`src/rtl/ps2_host_tx.sv`:
```
// PS/2 host-to-device transmitter: inhibits the bus, sends one byte on the device clock,
// and reports ACK / no-ACK / timeout. Pins are driven open-drain via the *_oe outputs.
//  state     | meaning
//  IDLE      | bus released, ready for a byte
//  INHIBIT   | clock held low to preempt any device transfer
//  START     | clock and data both low (start bit)
//  DATA      | 8 data bits driven on device clock falls
//  PARITY    | odd parity driven on next fall
//  STOP      | data released (stop bit) on next fall
//  ACK       | device ACK sampled on next fall
//  WAIT_IDLE | wait for both lines high
//  FINISH    | done pulse with status
module ps2_host_tx #(
  parameter int CLK_HZ     = 25000000,
  parameter int INHIBIT_US = 100,
  parameter int START_HOLD = 25,
  parameter int TIMEOUT_MS = 15,
  parameter int FILTER_LEN = 8
) (
  input  logic       clk,
  input  logic       rst_n,
  input  logic [7:0] tx_data,
  input  logic       tx_valid,
  output logic       tx_ready,
  input  logic       ps2_clk_i,
  input  logic       ps2_data_i,
  output logic       ps2_clk_oe,
  output logic       ps2_data_oe,
  output logic       done,
  output logic [1:0] status,
  output logic       busy
);
  localparam int INH_CYC = CLK_HZ / 1000000 * INHIBIT_US;
  localparam int TO_CYC  = CLK_HZ / 1000 * TIMEOUT_MS;
  localparam int TMR_MAX = (INH_CYC > START_HOLD) ? INH_CYC : START_HOLD;
  localparam int TMR_W   = $clog2(TMR_MAX + 1);
  localparam int TO_W    = $clog2(TO_CYC + 1);
  localparam int FLT_W   = $clog2(FILTER_LEN + 1);

  localparam logic [TMR_W-1:0] INH_LOAD   = TMR_W'(INH_CYC - 1);
  localparam logic [TMR_W-1:0] START_LOAD = TMR_W'(START_HOLD - 1);
  localparam logic [TO_W-1:0]  TO_LAST    = TO_W'(TO_CYC - 1);
  localparam logic [FLT_W-1:0] FLT_LAST   = FLT_W'(FILTER_LEN - 1);

  typedef enum logic [3:0] {
    IDLE, INHIBIT, START, DATA, PARITY, STOP, ACK, WAIT_IDLE, FINISH
  } state_t;

  state_t           state, state_n;
  logic [1:0]       clk_sync, data_sync;
  logic             clk_s, data_s;
  logic [FLT_W-1:0] flt_cnt;
  logic             clk_f, fall;
  logic [TMR_W-1:0] tmr, tmr_n;
  logic [TO_W-1:0]  to_cnt, to_cnt_n;
  logic [7:0]       sh, sh_n;
  logic             par, par_n;
  logic [3:0]       bitcnt, bitcnt_n;
  logic             data_oe_q, data_oe_n;
  logic [1:0]       res, res_n;
  logic             to_run, expired;

  // Synchronizers reset to the idle (released) bus level so reset never makes a fall.
  always_ff @(posedge clk or negedge rst_n) begin
    if (!rst_n) begin
      clk_sync  <= 2'b11;
      data_sync <= 2'b11;
    end else begin
      clk_sync  <= {clk_sync[0], ps2_clk_i};
      data_sync <= {data_sync[0], ps2_data_i};
    end
  end

  assign clk_s  = clk_sync[1];
  assign data_s = data_sync[1];

  always_ff @(posedge clk or negedge rst_n) begin
    if (!rst_n) begin
      flt_cnt <= '0;
      clk_f   <= 1'b1;
      fall    <= 1'b0;
    end else begin
      fall <= 1'b0;
      if (clk_s == clk_f) begin
        flt_cnt <= '0;
      end else if (flt_cnt == FLT_LAST) begin
        flt_cnt <= '0;
        clk_f   <= clk_s;
        fall    <= ~clk_s;
      end else begin
        flt_cnt <= flt_cnt + 1'b1;
      end
    end
  end

  assign to_run  = state inside {DATA, PARITY, STOP, ACK, WAIT_IDLE};
  assign expired = to_run && (to_cnt == TO_LAST);

  always_comb begin
    state_n   = state;
    tmr_n     = tmr;
    to_cnt_n  = to_cnt;
    sh_n      = sh;
    par_n     = par;
    bitcnt_n  = bitcnt;
    data_oe_n = data_oe_q;
    res_n     = res;
    if (to_run) to_cnt_n = fall ? '0 : to_cnt + 1'b1;
    unique case (state)
      IDLE: if (tx_valid) begin
        sh_n     = tx_data;
        par_n    = ~^tx_data;
        bitcnt_n = '0;
        tmr_n    = INH_LOAD;
        state_n  = INHIBIT;
      end
      INHIBIT: if (tmr == '0) begin
        tmr_n     = START_LOAD;
        data_oe_n = 1'b1;
        state_n   = START;
      end else begin
        tmr_n = tmr - 1'b1;
      end
      START: if (tmr == '0) begin
        to_cnt_n = '0;
        state_n  = DATA;
      end else begin
        tmr_n = tmr - 1'b1;
      end
      DATA: if (fall) begin
        data_oe_n = ~sh[0];
        sh_n      = {1'b0, sh[7:1]};
        bitcnt_n  = bitcnt + 1'b1;
        if (bitcnt == 4'd7) state_n = PARITY;
      end
      PARITY: if (fall) begin
        data_oe_n = ~par;
        state_n   = STOP;
      end
      STOP: if (fall) begin
        data_oe_n = 1'b0;
        state_n   = ACK;
      end
      ACK: if (fall) begin
        res_n   = data_s ? 2'b01 : 2'b00;
        state_n = WAIT_IDLE;
      end
      WAIT_IDLE: if (clk_f && data_s) state_n = FINISH;
      FINISH:    state_n = IDLE;
      default:   state_n = IDLE;
    endcase
    // Expiry wins over a coincident fall.
    if (expired) begin
      data_oe_n = 1'b0;
      res_n     = 2'b10;
      state_n   = FINISH;
    end
  end

  always_ff @(posedge clk or negedge rst_n) begin
    if (!rst_n) begin
      state     <= IDLE;
      tmr       <= '0;
      to_cnt    <= '0;
      sh        <= '0;
      par       <= 1'b0;
      bitcnt    <= '0;
      data_oe_q <= 1'b0;
      res       <= 2'b00;
    end else begin
      state     <= state_n;
      tmr       <= tmr_n;
      to_cnt    <= to_cnt_n;
      sh        <= sh_n;
      par       <= par_n;
      bitcnt    <= bitcnt_n;
      data_oe_q <= data_oe_n;
      res       <= res_n;
    end
  end

  assign ps2_clk_oe  = (state == INHIBIT) || (state == START);
  assign ps2_data_oe = data_oe_q;
  assign done        = (state == FINISH);
  assign status      = res;
  assign tx_ready    = (state == IDLE);
  assign busy        = ~tx_ready;

endmodule

```
`config.mk`:
```
export PLATFORM = sky130hd
export DESIGN_NAME = ps2_host_tx
export DESIGN_NICKNAME = d
export VERILOG_FILES = /design/src/rtl/ps2_host_tx.sv
export SDC_FILE = /design/constraint.sdc
export NUM_CORES = 1
export LEC_CHECK = 0
export ABC_AREA = 1
export CORE_ASPECT_RATIO = 1.5
export CORE_MARGIN = 1.5
export CORE_UTILIZATION = 35
export CTS_CLUSTER_SIZE = 28
export DETAILED_ROUTE_END_ITERATION = 7
export PLACE_DENSITY = 0.63
export SYNTH_ARGS = -nofsm -noshare
export SYNTH_HDL_FRONTEND = slang
export SYNTH_SLANG_ARGS = --single-unit
```
`constraint.sdc`:
```
create_clock -name clk -period 2.03 [get_ports clk]
set_input_delay 0.609 -clock clk [delete_from_list [all_inputs] [get_ports clk]]
set_output_delay 0.609 -clock clk [all_outputs]
set_load 0.02 [all_outputs]
```
# Yosys cells after proc, flatten, opt, wreduce, memory -nomap -nowiden
# Cells that the tools add are included.
# op_classes
n_addsub	4
n_eq_ne	24
n_mux	39
bitwise	5
n_reduce_logical	19
# ops
cell	count
19-bit two-way mux	4
4-bit two-way mux	14
12-bit two-way mux	3
12-bit one-hot mux with 3 select lines	1
4-bit one-hot mux with 8 select lines	1
4-bit by 3-bit == test with 1-bit output, second input constant	6
19-bit by 1-bit adder with 19-bit output, second input constant	1
19-bit == test, second input constant	1
3-bit inequality test, second input constant	6
8-bit two-way mux	2
8-bit one-hot mux with 2 select lines	1
12-bit logical NOT	1
12-bit by 1-bit subtractor with 12-bit output, second input constant	1
5-bit nonzero test	2
3-bit by 2-bit inequality test with 1-bit output, second input constant	3
9-bit AND reduction	1
4-bit by 1-bit adder with 4-bit output, second input constant	2
4-bit by 2-bit == test with 1-bit output, second input constant	2
1-bit two-way mux	8
4-bit one-hot mux with 2 select lines	1
8-bit XNOR reduction	1
2-bit two-way mux	3
2-bit inequality test, second input constant	3
2-bit AND reduction	3
12 further kinds	20
# totals
ff_bits	61
inputBits	13
out_inout_bits	7
word_cells	104

# Depth between registers and ports, before layout
# depth
ltp_word	5
mapped_depth	11
ltp_nobuf	11

# Least setup slack after synthesis
# OpenSTA, ideal clock, no wires.
# synth_timing
kind	register to output
from	reg state[3]
to	out busy
t_arrival_ns	1.097
required_ns	1.421
path_slack_ns	0.324
stages_incl_launch_ff	5
path_buffers	0
cell_sequence	dfrtp_1 nor2_1 inv_1 nor2_2 inv_1
# synth_between
elab_chain_len	2
# synth_rtl
item	line_no	source
start: declaration	49	state_t state, state_n;
start signal: assignment	171	state <= state_n;
4-bit logical NOT	186	assign tx_ready = (state == IDLE);
net tx_ready	24	output logic tx_ready,
1-bit NOT	187	assign busy = ~tx_ready;
end: declaration	31	output logic busy
# The timed path passes the listed nets, and every way through them passes these cells.

# Worst setup path after layout
# layout_timing
from	reg res[1] (netlist: status[1])
to	out status[1]
# layout_rtl
item	line_no	source
start: declaration	60	logic [1:0] res, res_n;
start signal: assignment	178	res <= res_n;
end: declaration	30	output logic [1:0] status,
# No word-level cell between the ends.

==> key figures <==
Status
  – Outcome: finished, final reports clean

Worst hold path
  – Worst hold path class: in -> async

STA
  – Max Slew Vio Count: 0
  – Final setup viols: 0
  – Fin Setup TNS: 0 ns
  – Fin crit share: 96.1%
  – Max_slew headroom: 70.9%
  – Clock Skew: 0.00858 ns
  – Unrepaired setup endpoints after global routing: false
  – Hold Vio Cnt, Final: 0
  – Max frequency: 0.513 GHz
  – Slew @ Worst Pin: 0.433 ns
  – Tmin final: 1.95 ns

Final layout
  – Most frequent cells in the layout: 107 x nand2_1, 74 x inv_1, 63 x nor2_1
  – Area Growth Syn to Fin: 21.8%
  – Fillers: 983
  – Final #Nets: 537
  – Final antenna diode count: 0
  – Layout cells sized above 1: 12.0%
  – Commonest non-fill, non-tap cell in the layout: nand2_1

Critical path
  – Worst-path fanout max: 2
  – CP startpoint kind: register
  – CP bufs+invs: 1
  – CP top delay family: buffers and inverters
  – Worst r2r dst: tmr[6]
  – Worst path slowest cell: clkdlybuf4s50_1
  – Critical Path AT: 1.34 ns
  – Reg-to-reg slack, setup: 0.24 ns
  – Critical Path RT: 1.42 ns
  – Crit. End Element: output pin
  – R2R cell count: 9
  – Cell Chain, Critical Path: clkdlybuf4s50_1
  – Crit Path Class: reg -> out
  – R2r startpoint: tmr[0]
  – Slowest stage delay, CP: 0.62 ns

Floorplan
  – Core Box Area: 9690 um2
  – Die width: 84.5 um
  – Die ar.: 10600 um2
  – Chip Height: 125 um
  – Initial core utilization: 36.0%
  – IO Count: 20
  – FP Rows: 44

CTS
  – Latest clock arrival within the worst-skew pair: 0.33 ns
  – CTS buffer count: 9
  – CTS tree: built
  – Clk Tree Root Cell: clkbuf_16
  – Clock Path Buffers: 2
  – Htree depth: 3
  – CTS clk-pin slew, worst paths: 0.05 ns
  – Clock sink count: 61

Pwr
  – Power Internal: 0.00348 W
  – Pwr dens: 1360 nW/um2
  – Share of power burned in the clock network: 25.9%
  – Switching power: 0.00231 W
  – Flop pwr share: 31.2%
  – Sw Ratio: 39.9%
  – Pleak: 2.11 nW
  – Pwr Total: 0.00578 W
  – Peak supply drop: 0.000806 V
  – Combinational share of power: 42.9%

Route
  – WL final: 7.83 mm
  – Via density: 4.88
  – Iter 0 DRT Violations: 99
  – DR vias: 3116
  – Drt first pass iters: 4
  – Drt drc: 0
  – Wire length per cell: 12.2 um
  – Post-route ant nets: 0

Synth
  – Top cell type by total area after synthesis: dfrtp_1
  – Syn_area_per_cell: 7.36 um2
  – Synth top area cells: dfrtp_1 40%, nand2_1 12%, inv_1 8.0%, nor2_1 7.0%, nand3_1 5.3%
  – FF+latch count, synth: 61
  – Syn Inst Count: 473
  – Mapped cell area: 3480 um2
  – Synth top area share: 40.2%
  – Yosys warnings: 0
  – Count of different cell masters after synthesis: 31
  – Post-synthesis net count: 491
  – Seq/Total Area, Yosys: 44.0%

Place
  – Port Buffers: 19
  – Post-DP HPWL: 5.93 mm
  – Placer Congestion: 0.850

Flow run
  – Max capacitance violation total: 0

Global route
  – GRT Total Usage: 16.3%
  – Antenna violations before repair: 0
  – Remaining global-route overflow: 0
  – Vias in the first global route: 3148
  – First-pass GRT wire length: 13.8 mm
  – Largest net degree at the start of global routing: 62
state kept, by name, summed over array words and instances, names as in the netlist:
register,count
bitcnt,4
clk_f,1
clk_sync,2
data_sync,2
fall,1
flt_cnt,4
par,1
ps2_data_oe,1
sh,8
state,4
status,2
tmr,12
to_cnt,19
cell usage after synthesis, drive strengths merged:
library cell  number
nor3              16
buf                4
o21bai             1
dfstp              5
xor2               7
nand3             37
nor3b              1
or2                2
dfrtp             56
o211ai             7
inv               77
nand2            113
and3               1
nand3b             1
nor2              69
xnor2              9
ha                 5
o21ai             25
nand4             17
nor4               1
a21oi             19
metrics by stage:
step | hold WS, ns | cell area (um2) | utilization, % | instances | worst slack (ns)
floorplan | 0.313 | 3480 | - | 473 | 0.324
global placement | 0.347 | 3930 | 40.6 | 621 | -0.0410
detailed placement | 0.348 | 3930 | 40.6 | 621 | -0.0534
CTS | 0.278 | 4240 | 43.8 | 639 | 0.00169
global route | 0.304 | 4240 | 43.8 | 639 | 0.000369
finish | 0.261 | 4240 | 43.8 | 639 | 0.0792
metal layers:
metal | track usage (%) | routed length [um] | vias up
met5 | 0 | 0 | -
met4 | 7.69 | 170 | 0
met3 | 4.16 | 177 | 13
met2 | 29.3 | 4140 | 32
met1 | 17.6 | 3340 | 1460
li1 | - | - | 1611
final cells by class:
cell class | count | area, um2 | area share, %
Multi-Input combinational cell | 331 | 1660 | 39.1
Clock buffer | 14 | 254 | 5.99
Clock inverter | 2 | 35.0 | 0.826
Inverter | 77 | 292 | 6.87
Sequential cell | 61 | 1530 | 36.1
Tap cell | 115 | 144 | 3.39
Timing Repair Buffer | 39 | 328 | 7.73
worst max-delay path by stage:
stage / start / endpoint / slack, ns / depth (start not counted)
after global placement: state[3] / tx_ready / -0.04 / 4
after CTS: state[3] / done / 0.002 / 4
final: status[1] / status[1] / 0.08 / 1
after floorplan: state[3] / busy / 0.32 / 4
after detailed placement: state[3] / tx_ready / -0.05 / 4
after global routing: state[2] / busy / 0.0004 / 5
kinds of logic after synthesis:
kind of cell               count (synthesis)  synth area share (%)
and+or+nand+nor                          258                  33.0
DFF                                       61                  44.0
adders and majority gates                  5                  1.80
AOI/OAI and AO/OA                         52                  8.15
buffers and inverters                     81                  9.05
xor gates and xnor gates                  16                  4.02
power groups by stage:
stage	logic [W]	registers [W]	clock network, W
after floorplan	0.00171	0.00177	0
after global placement	0.00240	0.00181	0
final	0.00248	0.00180	0.00150
after detailed placement	0.00245	0.00182	0
after global routing	0.00285	0.00185	0.00159
after CTS	0.00248	0.00181	0.00155
what timing repair did:
action / in CTS / in global routing
buffers inserted: 2 / 0
setup endpoints to repair: 4 / 17
gates resized for setup: 18 / 6
hold buffers: 0 / 0
pin swaps: 2 / 0
Power figures use the tool's default switching activity.
